### src/rtl/reg_access_master.sv
// Register-file access master: accepts READ/WRITE/COPY/CLEAR requests, sequences
// single-cycle register-file strobes and returns one response per request.
module reg_access_master #(
    parameter int unsigned DATA_W = 16,
    parameter int unsigned ADDR_W = 4
) (
    input  logic              clk,
    input  logic              rst_n,
    input  logic              req_valid,
    output logic              req_ready,
    input  logic [1:0]        req_op,
    input  logic [ADDR_W-1:0] req_src,
    input  logic [ADDR_W-1:0] req_dst,
    input  logic [DATA_W-1:0] req_data,
    output logic              resp_valid,
    input  logic              resp_ready,
    output logic [DATA_W-1:0] resp_data,
    output logic [15:0]       txn_count,
    output logic              rf_rd,
    output logic              rf_wn,
    output logic [ADDR_W-1:0] rf_reg_id,
    output logic [DATA_W-1:0] rf_write_data,
    input  logic [DATA_W-1:0] rf_read_data
);

    localparam int unsigned CNT_W = 16;

    localparam logic [1:0] OP_READ  = 2'b00;
    localparam logic [1:0] OP_WRITE = 2'b01;
    localparam logic [1:0] OP_COPY  = 2'b10;
    localparam logic [1:0] OP_CLEAR = 2'b11;

    typedef enum logic [2:0] {
        IDLE,
        RD_ISSUE,
        RD_WAIT,
        WR_ISSUE,
        RESP
    } state_t;

    state_t              r_state;
    logic [1:0]          r_op;
    logic [ADDR_W-1:0]   r_dst;
    logic                r_rf_rd;
    logic                r_rf_wn;
    logic [ADDR_W-1:0]   r_rf_reg_id;
    logic [DATA_W-1:0]   r_rf_write_data;
    logic                r_resp_valid;
    logic [DATA_W-1:0]   r_resp_data;
    logic [CNT_W-1:0]    r_txn_count;

    state_t              w_state_nxt;
    logic [1:0]          w_op_nxt;
    logic [ADDR_W-1:0]   w_dst_nxt;
    logic                w_rf_rd_nxt;
    logic                w_rf_wn_nxt;
    logic [ADDR_W-1:0]   w_rf_reg_id_nxt;
    logic [DATA_W-1:0]   w_rf_write_data_nxt;
    logic                w_resp_valid_nxt;
    logic [DATA_W-1:0]   w_resp_data_nxt;
    logic [CNT_W-1:0]    w_txn_count_nxt;

    // State and all registered outputs
    always_ff @(posedge clk or negedge rst_n) begin
        if (!rst_n) begin
            r_state         <= IDLE;
            r_op            <= OP_READ;
            r_dst           <= '0;
            r_rf_rd         <= 1'b0;
            r_rf_wn         <= 1'b0;
            r_rf_reg_id     <= '0;
            r_rf_write_data <= '0;
            r_resp_valid    <= 1'b0;
            r_resp_data     <= '0;
            r_txn_count     <= '0;
        end else begin
            r_state         <= w_state_nxt;
            r_op            <= w_op_nxt;
            r_dst           <= w_dst_nxt;
            r_rf_rd         <= w_rf_rd_nxt;
            r_rf_wn         <= w_rf_wn_nxt;
            r_rf_reg_id     <= w_rf_reg_id_nxt;
            r_rf_write_data <= w_rf_write_data_nxt;
            r_resp_valid    <= w_resp_valid_nxt;
            r_resp_data     <= w_resp_data_nxt;
            r_txn_count     <= w_txn_count_nxt;
        end
    end

    // Next-state and next-output logic; strobes default low so each lasts one cycle
    always_comb begin
        w_state_nxt         = r_state;
        w_op_nxt            = r_op;
        w_dst_nxt           = r_dst;
        w_rf_rd_nxt         = 1'b0;
        w_rf_wn_nxt         = 1'b0;
        w_rf_reg_id_nxt     = r_rf_reg_id;
        w_rf_write_data_nxt = r_rf_write_data;
        w_resp_valid_nxt    = r_resp_valid;
        w_resp_data_nxt     = r_resp_data;
        w_txn_count_nxt     = r_txn_count;

        case (r_state)
            IDLE: begin
                if (req_valid) begin
                    w_op_nxt  = req_op;
                    w_dst_nxt = req_dst;
                    case (req_op)
                        OP_READ, OP_COPY: begin
                            w_state_nxt     = RD_ISSUE;
                            w_rf_rd_nxt     = 1'b1;
                            w_rf_reg_id_nxt = req_src;
                        end
                        OP_WRITE: begin
                            w_state_nxt         = WR_ISSUE;
                            w_rf_wn_nxt         = 1'b1;
                            w_rf_reg_id_nxt     = req_dst;
                            w_rf_write_data_nxt = req_data;
                        end
                        OP_CLEAR: begin
                            w_state_nxt         = WR_ISSUE;
                            w_rf_wn_nxt         = 1'b1;
                            w_rf_reg_id_nxt     = req_dst;
                            w_rf_write_data_nxt = '0;
                        end
                    endcase
                end
            end
            RD_ISSUE: begin
                w_state_nxt = RD_WAIT;
            end
            RD_WAIT: begin
                // Read data is valid this cycle; COPY forwards it straight into the write
                if (r_op == OP_COPY) begin
                    w_state_nxt         = WR_ISSUE;
                    w_rf_wn_nxt         = 1'b1;
                    w_rf_reg_id_nxt     = r_dst;
                    w_rf_write_data_nxt = rf_read_data;
                end else begin
                    w_state_nxt      = RESP;
                    w_resp_valid_nxt = 1'b1;
                    w_resp_data_nxt  = rf_read_data;
                end
            end
            WR_ISSUE: begin
                w_state_nxt      = RESP;
                w_resp_valid_nxt = 1'b1;
                w_resp_data_nxt  = r_rf_write_data;
            end
            RESP: begin
                if (resp_ready) begin
                    w_state_nxt      = IDLE;
                    w_resp_valid_nxt = 1'b0;
                    w_txn_count_nxt  = CNT_W'(r_txn_count + CNT_W'(1));
                end
            end
            default: begin
                w_state_nxt = IDLE;
            end
        endcase
    end

    assign req_ready     = (r_state == IDLE);
    assign resp_valid    = r_resp_valid;
    assign resp_data     = r_resp_data;
    assign txn_count     = r_txn_count;
    assign rf_rd         = r_rf_rd;
    assign rf_wn         = r_rf_wn;
    assign rf_reg_id     = r_rf_reg_id;
    assign rf_write_data = r_rf_write_data;

endmodule

### config.mk
export PLATFORM = sky130hd
export DESIGN_NAME = reg_access_master
export DESIGN_NICKNAME = d
export VERILOG_FILES = /design/src/rtl/reg_access_master.sv
export SDC_FILE = /design/constraint.sdc
export NUM_CORES = 1
export LEC_CHECK = 0
export BUFFER_PORTS_ARGS = -buffer_cell sky130_fd_sc_hd__buf_2
export CAP_MARGIN = 20
export CELL_PAD_IN_SITES_DETAIL_PLACEMENT = 0
export CELL_PAD_IN_SITES_GLOBAL_PLACEMENT = 2
export CORE_ASPECT_RATIO = 1.1
export CORE_MARGIN = 2
export CORE_UTILIZATION = 34
export CTS_BUF_LIST = sky130_fd_sc_hd__clkbuf_2 sky130_fd_sc_hd__clkbuf_4 sky130_fd_sc_hd__clkbuf_8
export DETAILED_ROUTE_END_ITERATION = 6
export PLACE_DENSITY_LB_ADDON = 0.1
export SLEW_MARGIN = 30
export SYNTH_ARGS = -nofsm -noshare
export SYNTH_HDL_FRONTEND = slang
export SYNTH_SLANG_ARGS = --single-unit
### constraint.sdc
create_clock -name clk -period 4.14 [get_ports clk]
set_clock_uncertainty 0.15 [all_clocks]
set_input_delay 0.414 -clock clk [delete_from_list [all_inputs] [get_ports clk]]
set_output_delay 0.414 -clock clk [all_outputs]
set_load 0.1 [all_outputs]
==> impl_metrics.py <==
metrics = {
    "min_path": {
        "worstHoldPathType": "in2reg",
        "whs_path_depth": 2,
    },
    "routing": {
        "ant_nets": 0,
        "drt_iter0_drc": 86,
        "drt-wirelength-per-cell_um": 14.0,
        "vias_per_cell": 4.74,
        "dr.pass1.iters": 4,
        "route.detailed.drc": 0,
        "vias": 2307,
        "finalWirelength_um": 6810,
    },
    "cells_and_area": {
        "n_antenna_cell": 0,
        "area_growth_syn_to_layout_pct": 27.2,
        "finalNonFillerCells": 487,
        "final_common_cell": "buf_2",
        "final_cell_mix": "buf_2 (100), dfrtp_1 (63), nand2_1 (31)",
        "drive_gt1_share_pct": 36.7,
        "fin_area_um2": 3770,
        "final_nets": 418,
    },
    "global_route": {
        "grt_pass1_wl_um": 11100,
        "gr-usage-all-layers_pct": 15.4,
        "antenna_found_initial": 0,
        "grt_pass1_vias": 2224,
        "overflow": 0,
        "grt_max_degree": 41,
    },
    "place": {
        "port_buffers": 101,
        "placed_cells": 470,
        "dpl.hpwl_um": 4780,
        "place_area_um2": 3550,
        "gp_congestion": 0.738,
    },
    "logic_synthesis": {
        "synth_edf_count": 0,
        "yosysSeqAreaShare_pct": 54.1,
        "netlist_instances": 268,
        "ys_ff_latch": 64,
        "postSynthAreaPerCell_um2": 11.0,
        "synth_cell_type_count": 37,
        "synth_area_um2": 2960,
        "async_reset_ff_share_pct": 100,
        "ys.warnings.count": 0,
        "synth_nets": 315,
        "synth_ff_type": "dfrtp_1",
    },
    "timing": {
        "relSlewSlack_pct": 60.4,
        "whs_ps": 162,
        "hold_viol": 0,
        "period_needed_ps": 2190,
        "finalSetupViolCount": 0,
        "grt_setup_unrepaired": "no",
        "fin_tns_setup_ps": 0,
        "fin_crit_sh_pct": 52.9,
        "drv_slew": 0,
        "fmax_mhz": 456,
        "worstMarginPinSlew_ps": 594,
    },
    "die": {
        "core_area_um2": 8410,
        "die_x_um": 93.0,
        "die_h_um": 102,
        "start_util_pct": 35.2,
        "rows": 35,
        "io_pins": 102,
        "die_area_um2": 9470,
    },
    "setup_path": {
        "reg2reg_depth": 4,
        "critPathKind": "reg2out",
        "critical_path.endpoint_type": "primary output",
        "start_kind": "flip-flop",
        "cp_max_fo": 29,
        "cp.arrival_ps": 1630,
        "crit_required_ps": 3580,
    },
    "clocking": {
        "clockRootBuffer": "clkbuf_8",
        "post_cts_buffers": 0,
        "clock-sinks": 64,
        "htree_levels": 3,
        "clock_latency_ps": 330,
        "clock_path_buffers": 2,
        "cts.clk_slew.worst_paths_ps": 70,
        "cts_buffers": 9,
        "cts_tree": "built",
    },
    "run": {
        "cap_violations": 0,
    },
    "status": {
        "status": "completed",
    },
}
==> metal layers <==
metal / track usage [%] / wire length [um] / vias up
met1: 20.6 / 3280 / 1084
li1: - / - / 1150
met4: 8.48 / 180 / 0
met3: 3.61 / 339 / 12
met2: 23.1 / 3020 / 61
met5: 0 / 0 / -
==> final cells by class <==
type                    instances  area [um^2]
well taps                     111          139
clock inverters                 3         40.0
inverters                       3         11.3
repair buffers                107          556
clock buffers                  13          166
flip-flops and latches         64         1600
fillers                       853         4640
multi-input cells             186         1250
==> flip-flops by register name, indices dropped and copies added (netlist names) <==
name           cells
resp_data         16
rf_write_data     16
txn_count         16
r_dst              4
rf_reg_id          4
r_state            3
r_op               2
resp_valid         1
rf_rd              1
rf_wn              1
==> cells in the mapped netlist (all sizes together) (2+ instances only) <==
master | n | area [um^2]
a21oi | 22 | 110
xnor2 | 12 | 105
nor2 | 22 | 82.6
a211oi | 3 | 35.0
dfrtp | 64 | 1600
nor4 | 3 | 48.8
xor2 | 3 | 26.3
clkbuf | 3 | 11.3
inv | 3 | 11.3
mux2i | 20 | 200
nor3 | 2 | 15.0
nand4 | 2 | 12.5
buf | 12 | 85.1
mux2 | 6 | 67.6
nand3b | 2 | 27.5
o21ai | 20 | 100
nand3 | 9 | 55.1
nand2 | 31 | 116
a22oi | 16 | 120
and3 | 3 | 18.8
==> cell families after synthesis <==
logic type | Yosys count | share of synthesized area, %
simple gates | 81 | 15.4
mux | 26 | 9.04
flops | 64 | 54.1
fa+ha+maj | 1 | 0.423
xor+xnor | 15 | 4.44
buf+inv | 18 | 3.63
compound gates | 63 | 12.9
==> through the flow <==
stage / util (%) / worst slack (ps)
6_report: 44.8 / 1950
5_1_grt: 44.8 / 1860
4_1_cts: 44.6 / 1690
3_5_place_dp: 42.2 / 1700
3_3_place_gp: 42.2 / 1740
2_1_floorplan: - / 842
==> worst max-delay path, stage by stage (launching register included) <==
cell	delay, ps
dfrtp_2	620
nor3_1	210
buf_2	460
==> path summary, 6_finish.rpt <==
| kind | start | endpoint | slack [ps] |
|---|---|---|---|
| setup reg to reg | r_state[0] | resp_data[7] | 2070 |
| hold reg to reg | txn_count[15] | txn_count[15] | 320 |
| setup / recovery | r_state[1] | req_ready | 1950 |
| hold / removal | resp_ready | r_state[2] | 160 |
| max in group asynchronous | rst_n | r_state[1] | 2630 |
| min in group asynchronous | rst_n | resp_data[12] | 450 |
==> what timing repair did <==
item | CTS | global route
gates resized for setup | 0 | 0
hold endpoints to repair | 0 | 39
hold buffers | 0 | 1
Power is left out: the tool's default activity adds up to more than one toggle a clock period on the data nets, which glitch-free logic cannot reach.
